<file path="src/rtl/i2c_pkg.sv">
// rtl/i2c_pkg.sv - shared widths, FSM encoding and requester ids for the register arbiter
package i2c_pkg;

  localparam int ADDR_W_DEF = 16;
  localparam int DATA_W_DEF = 32;

  localparam logic [1:0] ST_IDLE  = 2'd0;
  localparam logic [1:0] ST_ISSUE = 2'd1;
  localparam logic [1:0] ST_WAIT  = 2'd2;
  localparam logic [1:0] ST_RESP  = 2'd3;

  localparam logic ID_I2C  = 1'b0;
  localparam logic ID_HOST = 1'b1;

endpackage

</file>
<file path="src/rtl/i2c_arb_starve_guard.sv">
// rtl/i2c_arb_starve_guard.sv - counts back-to-back I2C grants taken while the host waits
module i2c_arb_starve_guard
  import i2c_pkg::*;
#(
  parameter int MAX_STREAK = 4
) (
  input  logic clk,
  input  logic rst,
  input  logic host_req,
  input  logic idle,
  input  logic i2c_grant,
  input  logic host_grant,
  output logic host_force
);

  localparam int SW = $clog2(MAX_STREAK + 1);
  localparam logic [SW-1:0] STREAK_MAX = SW'(MAX_STREAK);

  logic [SW-1:0] streak_q, streak_d;

  always_comb begin
    streak_d = streak_q;
    if (host_grant || (idle && !host_req)) begin
      streak_d = '0;
    end else if (i2c_grant && host_req && (streak_q != STREAK_MAX)) begin
      streak_d = streak_q + 1'b1;
    end
  end

  always_ff @(posedge clk) begin
    if (rst) begin
      streak_q <= '0;
    end else begin
      streak_q <= streak_d;
    end
  end

  assign host_force = host_req && (streak_q == STREAK_MAX);

endmodule

</file>
<file path="src/rtl/i2c_reg_arbiter.sv">
// rtl/i2c_reg_arbiter.sv - two-port arbiter in front of the single-port register RAM
module i2c_reg_arbiter
  import i2c_pkg::*;
#(
  parameter int ADDR_W     = ADDR_W_DEF,
  parameter int DATA_W     = DATA_W_DEF,
  parameter int DEPTH      = 256,
  parameter int READ_LAT   = 1,
  parameter int MAX_STREAK = 4
) (
  input  logic              clk,
  input  logic              rst,
  input  logic              i2c_req,
  input  logic              i2c_we,
  input  logic [ADDR_W-1:0] i2c_addr,
  input  logic [DATA_W-1:0] i2c_wdata,
  output logic              i2c_gnt,
  output logic              i2c_rvalid,
  output logic [DATA_W-1:0] i2c_rdata,
  output logic              i2c_err,
  input  logic              host_req,
  input  logic              host_we,
  input  logic [ADDR_W-1:0] host_addr,
  input  logic [DATA_W-1:0] host_wdata,
  output logic              host_gnt,
  output logic              host_rvalid,
  output logic [DATA_W-1:0] host_rdata,
  output logic              host_err,
  output logic              mem_en,
  output logic              mem_we,
  output logic [ADDR_W-1:0] mem_addr,
  output logic [DATA_W-1:0] mem_wdata,
  input  logic [DATA_W-1:0] mem_rdata
);

  localparam int CNT_W = (READ_LAT > 1) ? $clog2(READ_LAT) : 1;
  localparam logic [CNT_W-1:0] CNT_LOAD = CNT_W'(READ_LAT - 1);
  // One extra bit so DEPTH == 2**ADDR_W still compares correctly.
  localparam logic [ADDR_W:0] DEPTH_X = (ADDR_W + 1)'(DEPTH);

  logic [1:0]        state_q, state_d;
  logic [CNT_W-1:0]  cnt_q, cnt_d;
  logic              id_q, id_d;
  logic              we_q, we_d;
  logic              oor_q, oor_d;
  logic              i2c_gnt_q, i2c_gnt_d, host_gnt_q, host_gnt_d;
  logic              i2c_rvalid_q, i2c_rvalid_d, host_rvalid_q, host_rvalid_d;
  logic              i2c_err_q, i2c_err_d, host_err_q, host_err_d;
  logic [DATA_W-1:0] i2c_rdata_q, i2c_rdata_d, host_rdata_q, host_rdata_d;
  logic              mem_en_q, mem_en_d, mem_we_q, mem_we_d;
  logic [ADDR_W-1:0] mem_addr_q, mem_addr_d;
  logic [DATA_W-1:0] mem_wdata_q, mem_wdata_d;

  logic              idle, host_force, pick_host, any_req;
  logic              sel_we, sel_oor;
  logic [ADDR_W-1:0] sel_addr;
  logic [DATA_W-1:0] sel_wdata, rd_word;

  assign idle      = (state_q == ST_IDLE);
  assign any_req   = i2c_req || host_req;
  assign pick_host = host_req && (!i2c_req || host_force);
  assign sel_we    = pick_host ? host_we    : i2c_we;
  assign sel_addr  = pick_host ? host_addr  : i2c_addr;
  assign sel_wdata = pick_host ? host_wdata : i2c_wdata;
  assign sel_oor   = ({1'b0, sel_addr} >= DEPTH_X);
  assign rd_word   = oor_q ? '0 : mem_rdata;

  i2c_arb_starve_guard #(
    .MAX_STREAK (MAX_STREAK)
  ) u_guard (
    .clk        (clk),
    .rst        (rst),
    .host_req   (host_req),
    .idle       (idle),
    .i2c_grant  (idle && i2c_req && !pick_host),
    .host_grant (idle && pick_host),
    .host_force (host_force)
  );

  always_comb begin
    state_d       = state_q;
    cnt_d         = cnt_q;
    id_d          = id_q;
    we_d          = we_q;
    oor_d         = oor_q;
    i2c_rdata_d   = i2c_rdata_q;
    host_rdata_d  = host_rdata_q;
    i2c_gnt_d     = 1'b0;
    host_gnt_d    = 1'b0;
    i2c_rvalid_d  = 1'b0;
    host_rvalid_d = 1'b0;
    i2c_err_d     = 1'b0;
    host_err_d    = 1'b0;
    mem_en_d      = 1'b0;
    mem_we_d      = 1'b0;
    mem_addr_d    = '0;
    mem_wdata_d   = '0;
    case (state_q)
      ST_IDLE: begin
        if (any_req) begin
          // Outputs are registered, so the ISSUE-cycle values are set up here.
          id_d        = pick_host ? ID_HOST : ID_I2C;
          we_d        = sel_we;
          oor_d       = sel_oor;
          i2c_gnt_d   = !pick_host;
          host_gnt_d  = pick_host;
          i2c_err_d   = !pick_host && sel_we && sel_oor;
          host_err_d  = pick_host && sel_we && sel_oor;
          mem_en_d    = !sel_oor;
          mem_we_d    = sel_we && !sel_oor;
          mem_addr_d  = sel_oor ? '0 : sel_addr;
          mem_wdata_d = (sel_oor || !sel_we) ? '0 : sel_wdata;
          state_d     = ST_ISSUE;
        end
      end
      ST_ISSUE: begin
        cnt_d   = CNT_LOAD;
        state_d = we_q ? ST_IDLE : ST_WAIT;
      end
      ST_WAIT: begin
        if (cnt_q == '0) begin
          if (id_q == ID_HOST) begin
            host_rdata_d  = rd_word;
            host_rvalid_d = 1'b1;
            host_err_d    = oor_q;
          end else begin
            i2c_rdata_d   = rd_word;
            i2c_rvalid_d  = 1'b1;
            i2c_err_d     = oor_q;
          end
          state_d = ST_RESP;
        end else begin
          cnt_d = cnt_q - 1'b1;
        end
      end
      default: state_d = ST_IDLE;
    endcase
  end

  always_ff @(posedge clk) begin
    if (rst) begin
      state_q       <= ST_IDLE;
      cnt_q         <= '0;
      id_q          <= ID_I2C;
      we_q          <= 1'b0;
      oor_q         <= 1'b0;
      i2c_gnt_q     <= 1'b0;
      host_gnt_q    <= 1'b0;
      i2c_rvalid_q  <= 1'b0;
      host_rvalid_q <= 1'b0;
      i2c_err_q     <= 1'b0;
      host_err_q    <= 1'b0;
      i2c_rdata_q   <= '0;
      host_rdata_q  <= '0;
      mem_en_q      <= 1'b0;
      mem_we_q      <= 1'b0;
      mem_addr_q    <= '0;
      mem_wdata_q   <= '0;
    end else begin
      state_q       <= state_d;
      cnt_q         <= cnt_d;
      id_q          <= id_d;
      we_q          <= we_d;
      oor_q         <= oor_d;
      i2c_gnt_q     <= i2c_gnt_d;
      host_gnt_q    <= host_gnt_d;
      i2c_rvalid_q  <= i2c_rvalid_d;
      host_rvalid_q <= host_rvalid_d;
      i2c_err_q     <= i2c_err_d;
      host_err_q    <= host_err_d;
      i2c_rdata_q   <= i2c_rdata_d;
      host_rdata_q  <= host_rdata_d;
      mem_en_q      <= mem_en_d;
      mem_we_q      <= mem_we_d;
      mem_addr_q    <= mem_addr_d;
      mem_wdata_q   <= mem_wdata_d;
    end
  end

  assign i2c_gnt     = i2c_gnt_q;
  assign host_gnt    = host_gnt_q;
  assign i2c_rvalid  = i2c_rvalid_q;
  assign host_rvalid = host_rvalid_q;
  assign i2c_err     = i2c_err_q;
  assign host_err    = host_err_q;
  assign i2c_rdata   = i2c_rdata_q;
  assign host_rdata  = host_rdata_q;
  assign mem_en      = mem_en_q;
  assign mem_we      = mem_we_q;
  assign mem_addr    = mem_addr_q;
  assign mem_wdata   = mem_wdata_q;

endmodule

</file>
<file path="config.mk">
export PLATFORM = sky130hd
export DESIGN_NAME = i2c_reg_arbiter
export DESIGN_NICKNAME = d
export VERILOG_FILES = /design/src/rtl/i2c_pkg.sv /design/src/rtl/i2c_arb_starve_guard.sv /design/src/rtl/i2c_reg_arbiter.sv
export SDC_FILE = /design/constraint.sdc
export NUM_CORES = 1
export LEC_CHECK = 0
export BUFFER_PORTS_ARGS = -buffer_cell sky130_fd_sc_hd__buf_2
export CAP_MARGIN = 40
export CORE_ASPECT_RATIO = 1.25
export CORE_MARGIN = 2
export CORE_UTILIZATION = 35
export DETAILED_ROUTE_END_ITERATION = 8
export GPL_TIMING_DRIVEN = 0
export PLACE_DENSITY_LB_ADDON = 0.05
export SLEW_MARGIN = 10
export SYNTH_ARGS = -nofsm -noshare
export SYNTH_HDL_FRONTEND = slang
export SYNTH_SLANG_ARGS = --single-unit
export TNS_END_PERCENT = 50
</file>
<file path="constraint.sdc">
create_clock -name clk -period 1.8 [get_ports clk]
set_input_delay 0.18 -clock clk [delete_from_list [all_inputs] [get_ports clk]]
set_output_delay 0.18 -clock clk [all_outputs]
set_load 0.005 [all_outputs]
</file>
Word level (Yosys, flattened, before mapping). Index checks and enable logic that the tools add are counted.

$add $sub $neg: 2. $lt $le $gt $ge: 1. Equality and inequality tests: 6. Multiplexer cells: 21. Bitwise gates (word level): 5. Reduce and logical (&&, ||, !) cells: 33.

Operators with widths (count): two-way mux 32 bit (2); greater-or-equal comparator 16 x 9 -> 1 bit, second input constant (1); two-way mux 16 bit (1); logical AND 1 bit (13); two-way mux 1 bit (11); OR reduction 4 bit (2); two-way mux 2 bit (3); one-hot mux 1 bit (2 select lines) (3); one-hot mux 2 bit (3 select lines) (1); AND reduction 3 bit (2); OR reduction 3 bit (2); zero test 1 bit (5); NOT 1 bit (5); logical OR 1 bit (4); AND reduction 2 bit (2); adder 3 x 1 -> 3 bit, second input constant (1); equality test 3 bit, second input constant (1); inequality test 3 bit, second input constant (1); equality test 2 x 1 -> 1 bit, second input constant (1); equality test 2 bit, second input constant (1); zero test 2 bit (1); inequality test 2 x 1 -> 1 bit, second input constant (1); inequality test 2 bit, second input constant (1); nonzero test 2 bit (1); other kinds (2) (2).

Flip-flop bits (word level): 129. Word-level logic and storage cells: 86.

Logic depth before layout (Yosys ltp). Gate-level depths: netlist of run 1.

Depth in word-level cells: 9. Gate-level depth with buffers: 7. Depth with buffers taken out: 6.

By module. A second synthesis of run 1 with hierarchy kept.

Cells, all modules: 583. Area total of the unflattened synthesis: 4780.8 um^2.

Modules (own cells, without submodules): i2c_reg_arbiter (times used 1, cells each 561, area each 4596.9 um^2); i2c_arb_starve_guard (times used 1, cells each 22, area each 183.9 um^2).

Worst setup path after synthesis of run 1. No wires, ideal clock.

Kind: register -> register. Start: register u_guard.streak_q[0]. End: register mem_wdata_q[10], in the netlist mem_wdata[10]. Setup time: 0.118 ns. Arrival time: 1.541 ns. Required time: 1.682 ns. Setup slack: 0.141 ns. Cell stages (with the launch flop): 8. Buffers on the path: 1. Clock period less this slack: 1.659 ns. Cells stage by stage: dfxtp_1 inv_1 ha_1 a21boi_1 nor4_4 o221ai_2 buf_4 a21oi_2.

Longest elaborated chain between the ends: 8.

RTL lines: start: declaration (RTL line i2c_arb_starve_guard.sv:19) `logic [SW-1:0] streak_q, streak_d;`; start signal: assignment (RTL line i2c_arb_starve_guard.sv:34) `streak_q <= streak_d;`; equality test 3 bit * (RTL line i2c_arb_starve_guard.sv:38) `assign host_force = host_req && (streak_q == STREAK_MAX);`; logical AND 1 bit * (RTL line i2c_arb_starve_guard.sv:38); logical OR 1 bit * (RTL line i2c_reg_arbiter.sv:61) `assign pick_host = host_req && (!i2c_req || host_force);`; logical AND 1 bit * (RTL line i2c_reg_arbiter.sv:61); two-way mux 16 bit or two-way mux 1 bit (tied branches) (RTL line i2c_reg_arbiter.sv:63, i2c_reg_arbiter.sv:62); greater-or-equal comparator 16 x 9 -> 1 bit or zero test 1 bit (tied branches) (RTL line i2c_reg_arbiter.sv:65, i2c_reg_arbiter.sv:112); logical OR 1 bit (RTL line i2c_reg_arbiter.sv:112) `mem_wdata_d = (sel_oor || !sel_we) ? '0 : sel_wdata;`; OR reduction 4 bit (no source line); end signal: assignment (RTL line i2c_reg_arbiter.sv:176) `mem_wdata_q <= mem_wdata_d;`; end: declaration (RTL line i2c_reg_arbiter.sv:52) `logic [DATA_W-1:0] mem_wdata_q, mem_wdata_d;`.

Every way passes the cells marked *; elsewhere a longest branch is shown, timed or not. A chain may end at the register's enable or synchronous reset.

Worst setup path after layout of run 1.
Start: register u_guard.streak_q[1]. End: register mem_wdata_q[6], in the netlist mem_wdata[6].

Same word-level chain as after synthesis.

==> run summary, run 1 <==
TritonCTS clock tree - yes
Detailed Place HPWL - 11100 um
vias post-DR - 4939
Slew Limit Fails - 0
Finished Core Util - 55.8%
layout cells sized above 1 - 39.7%
initial DRC count - 119
Leak Pwr - 3.41 nW
Worst Hold Path Cells - 3
P&R area growth vs syn - 56.4%
Logic pwr share - 9.3%
Initial Util - 35.7%
Slew @ Worst Pin - 602 ps
Wirelength per Cell - 14.0 um
worst-case clock buffer depth - 2
worst min-delay path endpoint - mem_wdata[5]
Synth Warn # - 0
Final nets - 1020
internal reg-to-reg setup slack - 30 ps
clk sinks - 128
antenna viol nets, final - 0
first-pass GRT wire length - 23200 um
Placement Setup Slack - -157 ps
hold_ws - 12.4 ps
TritonRoute pass-1 iters - 4
crit path max fanout - 7
max-cap violations - 0
Setup WS post-layout - 28.7 ps
Synth Area in XOR/XNOR - 0%
num rows - 47
r2r startpoint - u_guard.streak_q[1]
Net Sw Frac - 23.0%
vias in the first global route - 4881
Slew HR - 59.4%
P_sw - 0.00167 W
Clock Root Buffer - clkbuf_16
Crit path arrival time - 2110 ps
routability cong. - 0.811
RSZ-0062 raised after global routing - true
core area - 13200 um2
Reg2Reg Depth - 7
Final Hold Fails - 0
Clock Skew - 8.80 ps
Setup CP Type - register to register
Primary FF master, synth - dfxtp_1
crit path launch type - register
Hold Path Class - input pin to register
n_diodes - 0
Clock Latency Late Sink - 410 ps
# H-tree levels - 4
IO Port Bufs - 252
area occupied by multi-input gates - 2110 um2
outcome - finished, final reports clean
Syn Area/Cell - 8.18 um2
min-delay src - host_wdata[5]
drt drc - 0
largest family of logic cells by synthesized area - simple AND/OR/NAND/NOR gates
GRT overflow - 0
Die X - 108 um
Die H - 134 um
number of synthesized flops with an enable pin - 0
ys async rst share - 0%
Cell variety after synth - 38
required time worst endpoint - 2140 ps
pwr dens - 989 nW/um2
clock group share of total power - 50.3%
Synth Area in Simple Gates - 25.4%
IO Count - 254
die area - 14400 um2
initial antenna violation count - 0
clock-pin slew on the worst setup and hold paths - 60 ps
Worst R2R End - mem_wdata[6]
Synth Area in Adders - 0.533%
Post-Syn Area - 4700 um2
multiplexer share of the synthesized area - 0.213%
Worst setup EP type - register
Reg area - 2560 um2
CTS buffer count - 17
Final setup viols - 0
GRT Overall Usage - 20.4%
clock period minus worst slack - 1770 ps
vias per inst - 4.63
final wirelength - 14900 um
Synth Instances - 574
fin crit share - 98.4%
post-synthesis sequential area ratio - 54.6%
internal power - 0.00559 W
largest net degree at the start of global routing - 17
post-synthesis register bit count - 128
sequential fraction of design power - 40.4%
maximum VDD drop - 0.485 mV
Synth Area in Compound Gates - 15.6%
Highest Clock Rate - 0.565 GHz
fillers - 1280
## cell usage in the layout, fill, tap and decap left out, types with 3 or more instances in the layout
| master | instances |
|---|---|
| a21oi_1 | 75 |
| a21oi_2 | 31 |
| buf_2 | 253 |
| buf_4 | 3 |
| buf_6 | 3 |
| bufinv_16 | 4 |
| clkbuf_1 | 20 |
| clkbuf_16 | 19 |
| clkbuf_2 | 13 |
| clkinvlp_4 | 5 |
| conb_1 | 8 |
| dfxtp_1 | 126 |
| dlygate4sd3_1 | 25 |
| inv_2 | 3 |
| nand2_1 | 212 |
| nor2_1 | 12 |
| nor2b_1 | 36 |
| nor3_1 | 4 |
| or4_1 | 3 |
## per-stage QoR
| stage | cell area [um2] | total power, W | setup TNS [ps] | cells |
|---|---|---|---|---|
| 3_5_place_dp | 6200 | 0.00360 | -6840 | 1004 |
| 5_1_grt | 7340 | 0.00755 | -1030 | 1067 |
| 3_3_place_gp | 6200 | 0.00359 | -4250 | 1004 |
| 6_report | 7340 | 0.00726 | 0 | 1067 |
| 4_1_cts | 7140 | 0.00732 | -9.15 | 1060 |
| 2_1_floorplan | 4720 | 0.00330 | 0 | 581 |
## worst max-delay path by stage
stage | from | endpoint | cells after the start
6_report | u_guard.streak_q[1] | mem_wdata[6] | 7
5_1_grt | u_guard.streak_q[1] | mem_wdata[6] | 7
4_1_cts | u_guard.streak_q[0] | mem_wdata[26] | 7
3_5_place_dp | u_guard.streak_q[0] | mem_wdata[21] | 7
3_3_place_gp | u_guard.streak_q[0] | mem_wdata[14] | 7
2_1_floorplan | u_guard.streak_q[0] | mem_wdata[10] | 7
## synth_stat cells (2+ instances only)
cell	n	share of area (%)
nand2_1	212	17
dfxtp_1	128	55
a21oi_1	88	9.4
nor2b_1	37	4.9
clkbuf_1	34	2.7
a21oi_2	19	3.5
nor2_1	13	1.0
nor3_1	5	0.53
inv_1	4	0.32
or4_1	3	0.48
and3_1	2	0.27
buf_4	2	0.32
ha_1	2	0.53
## power by group through the flow
stage | combinational [W] | sequential, W | clock, W
floorplan | 0.000306 | 0.00300 | 0
global placement | 0.000594 | 0.00299 | 0
detailed placement | 0.000602 | 0.00300 | 0
CTS | 0.000655 | 0.00294 | 0.00373
global route | 0.000753 | 0.00294 | 0.00386
finish | 0.000672 | 0.00294 | 0.00365
## registers in the layout, summed over array words and instances, names as in the netlist
register,flops
mem_we,1
oor_q,1
mem_wdata,32
host_gnt,1
i2c_rdata,32
i2c_rvalid,1
we_q,1
host_err,1
host_rdata,32
u_guard.streak_q,3
i2c_err,1
mem_en,1
host_rvalid,1
id_q,1
mem_addr,16
state_q,2
i2c_gnt,1
## final cells by class
type | count | area share (%)
Inverter | 5 | 0.256
Clock inverter | 12 | 2.50
Tap cell | 171 | 2.91
Multi-Input combinational cell | 410 | 28.8
Timing Repair Buffer | 284 | 21.9
Sequential cell | 128 | 34.9
Clock buffer | 19 | 6.17
Buffer | 38 | 2.59
## critical path: stages, from the launching register on
cell       delay (ps)
dfxtp_2           350
inv_2              50
ha_4              160
a21bo_4           240
a211oi_4          320
o221ai_4          270
clkbuf_16         240
a21oi_2            90
## cells by family after synthesis
kind of cell | Yosys count
and+or+nand+nor | 278
DFF | 128
AOI/OAI and AO/OA | 121
buffers and inverters | 43
adders and majority gates | 2
muxes | 1
other | 1
## layer usage
metal / track usage [%] / part of all wire (%)
met5: 0 / 0
met4: 8.83 / 2.6
met3: 7.68 / 8.0
met2: 36.1 / 51
met1: 21.4 / 38
## timing repair
item	CTS	global route
hold buffers	24	1
endpoints found under the hold margin	18	1
cloned	0	3
pin swaps	2	5
setup endpoints to repair	102	99
gates resized for setup	21	37
buffers inserted	1	3
(Power assumes the default switching activity.)
==> inputs of run 2 (changes only) <==
- clock period: 1.8 -> 1.7 ns (I/O delays scaled with it)
==> run 2 against run 1 <==
- final area increased by 6.2%
- sequential share of layout area decreased by 2.0 points
- first-iteration DRC count increased by 19%
- clock-buffer cell count unchanged
- via count increased by 5.0%
- wire length increased by 5.6%
- highest routed layer unchanged
- utilization increased by 3.5 points
- cell count increased by 4.3%
==> run summary, run 2 (synthesis results as in run 1) <==
RSZ-0062 raised after global routing - true
routability cong. - 0.811
Crit path arrival time - 2030 ps
Reg2Reg Depth - 7
slowest stage delay, CP - 330 ps
Initial Util - 35.7%
internal reg-to-reg setup slack - 10 ps
WP buf/inv - 2
Clock Skew - 10.0 ps
vias per inst - 4.66
die area - 14400 um2
vias in the first global route - 5266
Reg area - 2560 um2
Highest Clock Rate - 0.592 GHz
Setup CP Type - register to register
fillers - 1194
initial antenna violation count - 0
Detailed Place HPWL - 11100 um
initial DRC count - 142
pwr dens - 999 nW/um2
Final Hold Fails - 0
Hold Path Class - input pin to register
Critical Path Start - u_guard.streak_q[0]
fin crit share - 99.3%
Die X - 108 um
clk sinks - 128
P&R area growth vs syn - 66.1%
Die H - 134 um
Slew HR - 57.9%
IO Port Bufs - 252
TritonCTS clock tree - yes
layout cells sized above 1 - 39.0%
antenna viol nets, final - 0
n_diodes - 0
design area - 7800 um2
Leak Pwr - 3.60 nW
core area - 13200 um2
CTS buffer count - 17
critical path's slowest cell - dfxtp_2
Finished Core Util - 59.2%
area occupied by multi-input gates - 2130 um2
required time worst endpoint - 2040 ps
largest net degree at the start of global routing - 17
post-route insts no fill - 1113
Clock Root Buffer - clkbuf_16
Placement Setup Slack - -257 ps
clock-pin slew on the worst setup and hold paths - 60 ps
GRT Overall Usage - 22.0%
Setup WS post-layout - 11.6 ps
max-cap violations - 0
maximum VDD drop - 0.525 mV
Worst setup EP type - register
first-pass GRT wire length - 25100 um
Final setup viols - 0
crit path max fanout - 7
Design Power - 0.00780 W
CP Cell Sequence - inv_2 > ha_4 > a21bo_4 > a211oi_4 > o221ai_4 > buf_6 > a21oi_4
Inst Count DP - 1004
drt drc - 0
Worst R2R End - mem_wdata[26]
most frequent cells in the layout - 253 x buf_2, 211 x nand2_1, 126 x dfxtp_1
Wirelength per Cell - 14.2 um
Slew @ Worst Pin - 625 ps
area of placed instances - 6200 um2
Slew Limit Fails - 0
Final nets - 1066
TritonRoute pass-1 iters - 5
outcome - finished, final reports clean
commonest non-fill, non-tap cell in the layout - buf_2
IO Count - 254
Largest delay share family, worst path - compound AO/OA/AOI/OAI gates
num rows - 47
r2r startpoint - u_guard.streak_q[0]
vias post-DR - 5187
final wirelength - 15800 um
worst-case clock buffer depth - 2
crit path launch type - register
clock period minus worst slack - 1690 ps
Critical Path Sink - mem_wdata[26]
# H-tree levels - 4
WP depth - 7
Clock Latency Late Sink - 410 ps
GRT overflow - 0
## run 2: cell types whose count changed in the layout (fill, tap and decap cells not counted), sizes merged
| cell | before | now |
|---|---|---|
| buf | 262 | 267 |
| clkbuf | 54 | 51 |
| dlygate4sd3 | 25 | 69 |
## run 2: worst reg2reg max path, cell delays in order (launching register included)
cell	delay [ps]
dfxtp_2	330
inv_2	50
ha_4	160
a21bo_4	240
a211oi_4	310
o221ai_4	220
buf_6	210
a21oi_4	110
## run 2: how the worst min path moves through the flow
stage | start | end | slack (ps) | cells after the start
after floorplan | rst | i2c_gnt | 270 | 1
after CTS | i2c_wdata[14] | mem_wdata[14] | 0.2 | 3
after global routing | i2c_wdata[6] | mem_wdata[6] | 7 | 3
final | i2c_wdata[4] | mem_wdata[4] | 20 | 3
after detailed placement | host_addr[1] | mem_addr[1] | 420 | 3
after global placement | host_wdata[17] | mem_wdata[17] | 410 | 3
## run 2: what timing repair did
action / 4_1_cts / 5_1_grt
pin swaps: 4 / 5
setup endpoints to repair: 108 / 99
cloned: 3 / 0
setup buffers: 10 / 2
hold buffers: 69 / 0
resized for setup: 47 / 43
hold endpoints to repair: 38 / 0
## run 2: metal layers
layer | wire length (um) | up-vias | GRT usage (%) | part of all wire (%)
met2 | 8080 | 205 | 39.0 | 51
li1 | - | 2571 | - | -
met5 | 0 | - | 0 | 0
met3 | 1280 | 32 | 7.68 | 8.1
met4 | 470 | 0 | 10.1 | 3.0
met1 | 5940 | 2379 | 23.2 | 38
## run 2: final cells by class
| class | instances | share of cell area (%) |
|---|---|---|
| sequential | 128 | 32.9 |
| buffer | 35 | 2.21 |
| inverter | 5 | 0.241 |
| clock inverter | 12 | 2.36 |
| clock buffer | 19 | 5.81 |
| tap | 171 | 2.74 |
| timing repair buffer | 333 | 26.5 |
| multi-input combinational | 410 | 27.3 |
## run 2: stage by stage
stage               hold WS, ps  TNS (ps)
floorplan                   275         0
global placement            412    -13640
detailed placement          417    -17060
CTS                       0.166     -1550
global route               7.40     -1640
finish                     16.9         0
## run 2: power by group
group / switching [W] / internal (W) / total (W)
Combinational: 0.000418 / 0.000393 / 0.000811
Clock: 0.00135 / 0.00253 / 0.00388
Sequential: 0.0000393 / 0.00307 / 0.00311
==> inputs of run 3 (changes only) <==
- SETUP_SLACK_MARGIN: default -> 0.05
==> run 3 against run 2 <==
- utilization decreased by 0.23 points
- highest routed layer unchanged
- maximum frequency increased by 0.97%
- clock-buffer cell count unchanged
==> run summary, run 3 (synthesis results as in run 1) <==
n_diodes - 0
most frequent cells in the layout - 253 x buf_2, 212 x nand2_1, 126 x dfxtp_1
WP buf/inv - 3
Die H - 134 um
IO Port Bufs - 252
pwr dens - 1000 nW/um2
Clock Skew - 10.7 ps
TritonRoute pass-1 iters - 6
Wirelength per Cell - 14.3 um
met1 Usage GRT - 23.8%
Initial Util - 35.7%
Top Usage Layer GRT - met2
Crit path arrival time - 2020 ps
GRT Overall Usage - 22.0%
P&R area growth vs syn - 65.5%
Slew Limit Fails - 0
vias in the first global route - 5241
Final setup viols - 0
slowest stage delay, CP - 330 ps
vias post-DR - 5109
clock period minus worst slack - 1670 ps
Die X - 108 um
GRT overflow - 0
max-cap violations - 0
core area - 13200 um2
Slew @ Worst Pin - 600 ps
Clock Latency Late Sink - 410 ps
TritonCTS clock tree - yes
commonest non-fill, non-tap cell in the layout - buf_2
Final Hold Fails - 0
Detailed Place HPWL - 11100 um
Logic pwr share - 10.1%
final wirelength - 15800 um
sequential fraction of design power - 39.9%
GR Layer Usage met2 - 38.4%
grt met3 use - 7.83%
Placement Setup Slack - -217 ps
clock-pin slew on the worst setup and hold paths - 60 ps
largest net degree at the start of global routing - 17
Hold Path Class - input pin to register
# H-tree levels - 4
Final nets - 1058
first-pass GRT wire length - 24900 um
routability cong. - 0.802
Slew HR - 59.6%
Leak Pwr - 3.62 nW
outcome - finished, final reports clean
vias per inst - 4.62
P_sw - 0.00181 W
Clock Root Buffer - clkbuf_16
fin crit share - 98.4%
Worst setup EP type - register
Setup WS post-layout - 27.8 ps
IO Count - 254
Highest Clock Rate - 0.598 GHz
Setup CP Type - register to register
initial antenna violation count - 0
internal power - 0.00598 W
antenna viol nets, final - 0
clock group share of total power - 50.0%
drt drc - 0
layout cells sized above 1 - 39.0%
crit path max fanout - 7
critical path's slowest cell - dfxtp_2
die area - 14400 um2
Net Sw Frac - 23.2%
initial DRC count - 139
worst-case clock buffer depth - 2
clk sinks - 128
maximum VDD drop - 0.573 mV
RSZ-0062 raised after global routing - true
CTS buffer count - 17
required time worst endpoint - 2050 ps
Largest delay share family, worst path - compound AO/OA/AOI/OAI gates
CP Cell Sequence - inv_2 > ha_4 > a21bo_4 > a211oi_4 > o221ai_4 > buf_12 > buf_6 > a21oi_2
num rows - 47
hold_ws - 9.26 ps
crit path launch type - register
==> run 3: metrics by stage <==
step	instance area (um2)	power (W)	setup TNS, ps	util, %	std cells
final	7770	0.00780	0	59.0	1106
after detailed placement	6200	0.00381	-14040	47.1	1004
after floorplan	4730	0.00350	0	-	581
after global placement	6200	0.00380	-10060	47.1	1004
after global routing	7770	0.00810	-823	59.0	1106
after CTS	7720	0.00785	-1690	58.6	1107
==> run 3: cell type report <==
cell class                 instances  area (um2)
buffer                            36         204
clock buffer                      19         453
clock inverter                    13         184
fill                            1246        5400
inverter                           5        18.8
multi-input combinational        410        2110
sequential                       128        2560
tap                              171         214
timing repair buffer             324        2020
==> run 3: worst reg2reg max path, cell delays in order (launching register included) <==
cell	delay, ps
dfxtp_2	330
inv_2	50
ha_4	160
a21bo_4	230
a211oi_4	280
o221ai_4	150
buf_12	180
buf_6	140
a21oi_2	110
==> run 3: power groups by stage <==
| stage | combinational [W] | clock [W] | sequential (W) |
|---|---|---|---|
| finish | 0.000791 | 0.00390 | 0.00311 |
| global route | 0.000881 | 0.00410 | 0.00312 |
| CTS | 0.000777 | 0.00396 | 0.00311 |
| detailed placement | 0.000637 | 0 | 0.00317 |
| global placement | 0.000628 | 0 | 0.00317 |
| floorplan | 0.000325 | 0 | 0.00317 |
==> run 3: layer usage <==
| layer | vias to the layer above | routed length, um |
|---|---|---|
| met4 | 0 | 417 |
| met5 | - | 0 |
| met1 | 2312 | 6000 |
| li1 | 2549 | - |
| met3 | 32 | 1280 |
| met2 | 216 | 8080 |
==> run 3: final timing paths <==
kind	start	endpoint	slack [ps]	cells past startpoint
hold / removal	host_wdata[12]	mem_wdata[12]	9	3
hold reg to reg	host_rdata[13]	host_rdata[13]	450	2
setup reg to reg	u_guard.streak_q[0]	mem_wdata[14]	30	8
setup / recovery	u_guard.streak_q[0]	mem_wdata[14]	30	8
==> run 3: timing repair <==
| item | 4_1_cts | 5_1_grt |
|---|---|---|
| hold buffers | 63 | 0 |
| endpoints found under the hold margin | 38 | 0 |
| setup endpoints to repair | 106 | 99 |
| setup buffers | 5 | 1 |
| pin swaps | 4 | 3 |
| resized for setup | 47 | 28 |
| cloned | 3 | 0 |
